[src/rtl/apb_master.sv]
// APB requester bridging a valid/ready command/response pair onto an APB bus.
// One transfer in flight; misaligned commands fail locally; optional ACCESS timeout.
module apb_master #(
  parameter int unsigned TIMEOUT = 255
) (
  input  logic        i_clk,
  input  logic        i_rst,
  input  logic        i_cmd_valid,
  output logic        o_cmd_ready,
  input  logic        i_cmd_write,
  input  logic [31:0] i_cmd_addr,
  input  logic [31:0] i_cmd_wdata,
  output logic        o_rsp_valid,
  input  logic        i_rsp_ready,
  output logic [31:0] o_rsp_rdata,
  output logic        o_rsp_err,
  output logic        o_rsp_timeout,
  output logic        o_psel,
  output logic        o_penable,
  output logic        o_pwrite,
  output logic [31:0] o_paddr,
  output logic [31:0] o_pwdata,
  input  logic [31:0] i_prdata,
  input  logic        i_pready,
  input  logic        i_pslverr
);

  localparam int unsigned CNT_W = (TIMEOUT > 1) ? $clog2(TIMEOUT + 1) : 1;
  localparam logic [CNT_W-1:0] CNT_LAST = CNT_W'(TIMEOUT - 1);
  localparam bit TIMEOUT_EN = (TIMEOUT != 0);

  typedef enum logic [1:0] {
    IDLE   = 2'd0,
    SETUP  = 2'd1,
    ACCESS = 2'd2,
    RESP   = 2'd3
  } state_t;

  state_t           state;
  logic [CNT_W-1:0] to_cnt;
  logic             timeout_hit;

  // The wait that would make the counter reach TIMEOUT is the one that aborts.
  always_comb timeout_hit = TIMEOUT_EN && (to_cnt == CNT_LAST);

  always_ff @(posedge i_clk or posedge i_rst) begin
    if (i_rst) begin
      state         <= IDLE;
      to_cnt        <= '0;
      o_cmd_ready   <= 1'b1;
      o_rsp_valid   <= 1'b0;
      o_rsp_rdata   <= '0;
      o_rsp_err     <= 1'b0;
      o_rsp_timeout <= 1'b0;
      o_psel        <= 1'b0;
      o_penable     <= 1'b0;
      o_pwrite      <= 1'b0;
      o_paddr       <= '0;
      o_pwdata      <= '0;
    end else begin
      case (state)
        IDLE: begin
          if (i_cmd_valid) begin
            o_cmd_ready <= 1'b0;
            if (i_cmd_addr[1:0] == 2'b00) begin
              o_paddr  <= i_cmd_addr;
              o_pwrite <= i_cmd_write;
              o_pwdata <= i_cmd_write ? i_cmd_wdata : '0;
              o_psel   <= 1'b1;
              state    <= SETUP;
            end else begin
              // Misaligned: answer immediately without touching the bus.
              o_rsp_valid   <= 1'b1;
              o_rsp_err     <= 1'b1;
              o_rsp_timeout <= 1'b0;
              o_rsp_rdata   <= '0;
              state         <= RESP;
            end
          end
        end

        SETUP: begin
          o_penable <= 1'b1;
          to_cnt    <= '0;
          state     <= ACCESS;
        end

        ACCESS: begin
          if (i_pready) begin
            o_psel        <= 1'b0;
            o_penable     <= 1'b0;
            o_pwdata      <= '0;
            o_rsp_valid   <= 1'b1;
            o_rsp_err     <= i_pslverr;
            o_rsp_timeout <= 1'b0;
            o_rsp_rdata   <= (!o_pwrite && !i_pslverr) ? i_prdata : '0;
            state         <= RESP;
          end else if (timeout_hit) begin
            o_psel        <= 1'b0;
            o_penable     <= 1'b0;
            o_pwdata      <= '0;
            o_rsp_valid   <= 1'b1;
            o_rsp_err     <= 1'b1;
            o_rsp_timeout <= 1'b1;
            o_rsp_rdata   <= '0;
            state         <= RESP;
          end else begin
            to_cnt <= to_cnt + CNT_W'(1);
          end
        end

        RESP: begin
          if (i_rsp_ready) begin
            o_rsp_valid <= 1'b0;
            o_cmd_ready <= 1'b1;
            state       <= IDLE;
          end
        end

        default: state <= IDLE;
      endcase
    end
  end

  // Structural invariants of the bridge.
  a_penable_needs_psel: assert property (@(posedge i_clk) disable iff (i_rst)
    o_penable |-> o_psel);
  a_ready_only_idle: assert property (@(posedge i_clk) disable iff (i_rst)
    o_cmd_ready |-> (state == IDLE));
  a_no_bus_during_rsp: assert property (@(posedge i_clk) disable iff (i_rst)
    !(o_psel && o_rsp_valid));

endmodule

[config.mk]
export PLATFORM = sky130hd
export DESIGN_NAME = apb_master
export DESIGN_NICKNAME = d
export VERILOG_FILES = /design/src/rtl/apb_master.sv
export SDC_FILE = /design/constraint.sdc
export NUM_CORES = 1
export LEC_CHECK = 0
export CAP_MARGIN = 30
export CORE_MARGIN = 4
export CORE_UTILIZATION = 42
export DETAILED_ROUTE_END_ITERATION = 8
export PLACE_DENSITY_LB_ADDON = 0.15
export SYNTH_ARGS = -nofsm -noshare
export SYNTH_HDL_FRONTEND = slang
export SYNTH_SLANG_ARGS = --single-unit
export TNS_END_PERCENT = 10
[constraint.sdc]
create_clock -name i_clk -period 5.36 [get_ports i_clk]
set_input_delay 1.072 -clock i_clk [delete_from_list [all_inputs] [get_ports i_clk]]
set_output_delay 1.072 -clock i_clk [all_outputs]
set_load 0.02 [all_outputs]
=== Word-level counts from Yosys, hierarchy flattened ===
Index checks and enable logic that the tools add are counted.
Widths: inputs -> output; s select.

* Register bits after elaboration: 113
* Input port bits: 103
* Output and inout bits: 103
* Word-level logic and storage cells: 82

* $add $sub $neg: 1
* Eq/ne operators: 11
* Muxes and demuxes: 41
* Reductions and logical operators: 17

{| class="wikitable"
|+ Operators with widths
! kind !! number
|-
| $mux 32 || 9
|-
| $pmux 32 s2 || 2
|-
| $mux 8 || 2
|-
| $pmux 8 s2 || 1
|-
| $mux 1 || 15
|-
| $ne 2x2->1 const B || 6
|-
| $reduce_and 3->1 || 4
|-
| $mux 2 || 5
|-
| $pmux 1 s2 || 5
|-
| $add 8x1->8 const B || 1
|-
| $eq 8x8->1 const B || 1
|-
| $pmux 2 s4 || 1
|-
| $reduce_and 4->1 || 2
|-
| $reduce_bool 2->1 || 3
|-
| $reduce_and 5->1 || 1
|-
| $eq 2x2->1 const B || 2
|-
| $logic_not 2->1 || 2
|-
| $ne 3x3->1 const B || 1
|-
| $pmux 1 s3 || 1
|-
| $reduce_bool 3->1 || 1
|-
| $eq 2x1->1 const B || 1
|-
| $logic_not 1->1 || 2
|-
| $reduce_and 2->1 || 1
|-
| $logic_and 1x1->1 || 1
|}

=== Depth between registers and ports, before layout ===
* Depth in word-level cells: 5
* Mapped depth: 9

=== Worst setup path after synthesis ===
Ideal clock, no wire load.

* Path kind: input-to-reg
* Start: in i_cmd_addr[1]
* End: reg o_paddr[10]
* Setup time: 0.125 ns
* Arrival: 2.114 ns
* Required time: 5.235 ns
* Path slack: 3.121 ns
* Stages: 5
* Buffers on the path: 2
* Path through: nor3b_4 and2_1 buf_4 buf_2 mux2_2

* Word-level cells in the longest chain between the ends: 2

{| class="wikitable"
|+ RTL lines
! what !! line !! source
|-
| start: declaration || 11 || <nowiki>input logic [31:0] i_cmd_addr,</nowiki>
|-
| $logic_not 2->1 || 65 || <nowiki>if (i_cmd_addr[1:0] == 2'b00) begin</nowiki>
|-
| $reduce_and 3->1 (no source line) || - ||
|-
| end signal: assignment || 66 || <nowiki>o_paddr <= i_cmd_addr;</nowiki>
|-
| end: declaration || 21 || <nowiki>output logic [31:0] o_paddr,</nowiki>
|}

Every way passes these cells.
A chain may end at the register's enable or synchronous reset.

=== Worst setup path in the final report ===
* Start: reg o_cmd_ready
* End: out o_cmd_ready

{| class="wikitable"
|+ RTL lines
! what !! line !! source
|-
| start: declaration || 9 || <nowiki>output logic o_cmd_ready,</nowiki>
|-
| start signal: assignment || 50 || <nowiki>o_cmd_ready <= 1'b1;</nowiki>
|-
| start signal: assignment || 64 || <nowiki>o_cmd_ready <= 1'b0;</nowiki>
|-
| start signal: assignment || 115 || <nowiki>o_cmd_ready <= 1'b1;</nowiki>
|}

No word-level cell between the ends.

==> flow_summary.ini <==
[clocking]
insertion_delay_ns = 0.50
htree_levels = 4
cts_resized = 0
cts_made_buffers = 17
cts_buffer_depth = 2
cts_tree = built
cts.sinks = 113
root_buffer = clkbuf_8
post_cts_buffers = 0
cts_hold_buffers = 0
clkTransAtPathRegs_ns = 0.05

[power_and_ir_drop]
leakage_nw = 3.34
pwr-share-comb_pct = 39.0
switching_share_pct = 32.5
vdd_drop_max_v = 0.000262
seqPwrFrac_pct = 31.2
power_density_nw_per_um2 = 520
p_clk_share_pct = 29.9
p_int_w = 0.00264
p_sw_w = 0.00127

[finish]
layout.cells.most_common = clkdlybuf4s50_1
fillers = 813
final_cell_mix = 205 x clkdlybuf4s50_1, 112 x dfrtp_1, 39 x inv_1
drive_gt1_share_pct = 12.9
final_nets = 694
design_area_um2 = 7530
areaGrowthSynthToFinish_pct = 59.9
n_antenna_cell = 0
multiInputGateArea_um2 = 1600
regArea_um2 = 2830

[timing]
maxSlewHeadroom_pct = 61.9
fin_tns_setup_ns = 0
fin_crit_ns = 2.74
fmax_mhz = 365
worst_slew_pin_slew_ns = 0.572
setup_viol = 0
drv_slew = 0
finClkSkew_ns = 0.00566
setup_ws_ns = 2.62
fin_crit_sh_pct = 51.2
hold_viol = 0
rsz0062_at_grt = false

[floorplan]
die_h_um = 114
core-area_um2 = 10900
io_pins = 206
die-area_um2 = 13000
die_x_um = 114
start_util_pct = 43.2
fp-row-count = 38

[global_route]
antenna_found_initial = 0
grt_remaining_overflow = 0
grt_max_degree = 52
track_usage_pct = 19.9
grt_pass1_wl_mm = 20.0
grt_pass1_vias = 3836

[routing]
vias = 3691
ant_nets = 0
avgViaCountPerCell = 4.99
post-route-drc-count = 0
drtIter0Drc = 219
drtPass1Iterations = 4
wire_per_inst_um = 16.7
drt-total-wl_mm = 12.3

[setup_path]
cp_top_family = buffers and inverters
crit_required_ns = 4.29
worst-path-buf-inv = 1
critPathArrivalTime_ns = 1.67
start_kind = flip-flop
r2r_slack_ns = 2.92
cp_slowest_cell = clkdlybuf4s50_1
crit_fanout = 3
cp_cell_sequence = clkdlybuf4s50_1
cpPeakStageDelay_ns = 0.63
critPathCaptureType = primary output
path_class = flip-flop to primary output

[synth]
yosysWarnings = 0
ys_seq_elements = 113
yosysSeqAreaShare_pct = 60.1
synth_area_um2 = 4710
syn_nets = 483
syn_avg_cell_area_um2 = 12.5
async_flop_share_pct = 100
yosysUniqueCellTypes = 41
synthCells = 375
synth_edf_count = 0
ys.flop_type = dfrtp_1

[hold_path]
min_path_type = flip-flop to flip-flop

[placement]
dpl-instance-area_um2 = 6900
portBuffers = 205
dpl.hpwl_mm = 9.09
place_worst_setup_slack_ns = 2.20
gp_congestion = 0.832

[run_status]
status = finished clean

[job]
drv_cap = 0
==> logic make-up (layout without fill, tap and decap cells) <==
logic type,after synthesis,in the layout,share of synthesized area [%]
AOI/OAI and AO/OA,55,55,9.44
xor gates and xnor gates,1,1,0.186
adders and majority gates,5,5,1.33
buffers and inverters,60,284,6.01
DFF,113,113,60.1
muxes,67,67,15.1
and+or+nand+nor,74,74,7.82
==> cell usage after synthesis, types with 2 or more instances <==
cell      number  area, um^2
a21o_1         3        22.5
a21oi_1        6        30.0
a22o_1        33         289
and3_1         3        18.8
buf_2          7        35.0
buf_4          5        37.5
buf_6          4        45.0
clkbuf_1       4        15.0
dfrtp_1      112        2800
ha_1           5        62.6
inv_1         40         150
mux2_2        32         360
mux2i_1       35         350
nand2_1       34         128
nand2b_1       4        25.0
nand3_1        8        40.0
nand4_1        2        12.5
nor2_1         7        26.3
nor2b_1        4        25.0
nor3_1         2        10.0
o211ai_1       2        15.0
o31ai_1        2        15.0
or4_1          3        22.5
==> registers in the layout, summed over array words and instances (netlist names) <==
name,cells
o_cmd_ready,1
o_pwrite,1
o_rsp_err,1
o_rsp_rdata,32
o_psel,1
o_penable,1
o_rsp_timeout,1
o_rsp_valid,1
o_paddr,32
o_pwdata,32
state,2
to_cnt,8
==> power groups by stage <==
stage	registers [W]	logic (W)	clock network, W
finish	0.00122	0.00153	0.00117
global route	0.00126	0.00162	0.00124
floorplan	0.00149	0.000597	0
detailed placement	0.00123	0.00154	0
CTS	0.00122	0.00154	0.00120
global placement	0.00122	0.00150	0
==> per-stage QoR <==
| step | power, W | hold slack [ns] | cells | utilization [%] |
|---|---|---|---|---|
| 3_3_place_gp | 0.00272 | 0.464 | 704 | 62.8 |
| 5_1_grt | 0.00412 | 0.506 | 739 | 69.1 |
| 4_1_cts | 0.00396 | 0.484 | 739 | 69.1 |
| 6_report | 0.00391 | 0.478 | 739 | 69.1 |
| 3_5_place_dp | 0.00277 | 0.472 | 707 | 63.4 |
| 2_1_floorplan | 0.00209 | 0.502 | 375 | - |
==> layer usage <==
layer	part of all wire (%)	vias to the layer above	routed length (um)	GRT usage, %
li1	-	1726	-	-
met1	41	1802	5000	24.1
met2	50	135	6130	32.9
met3	7.1	28	870	6.31
met4	2.6	0	323	8.16
met5	0	-	0	0
==> area by class of cell <==
class / instances / area share [%]
inverters: 40 / 2.03
clock buffers: 22 / 6.28
clock inverters: 10 / 2.06
multi-input cells: 202 / 21.2
flip-flops and latches: 113 / 37.6
repair buffers: 212 / 28.5
well taps: 140 / 2.33
==> path summary, 6_finish.rpt <==
| path | end | depth (start not counted) | start |
|---|---|---|---|
| min reg2reg | o_rsp_timeout | 1 | o_rsp_timeout |
| max in group asynchronous | o_cmd_ready | 4 | i_rst |
| max reg2reg | o_rsp_err | 7 | to_cnt[0] |
| max | o_cmd_ready | 1 | o_cmd_ready |
| min in group asynchronous | o_paddr[24] | 2 | i_rst |
| min | o_rsp_timeout | 1 | o_rsp_timeout |
Power figures use the tool's default switching activity.
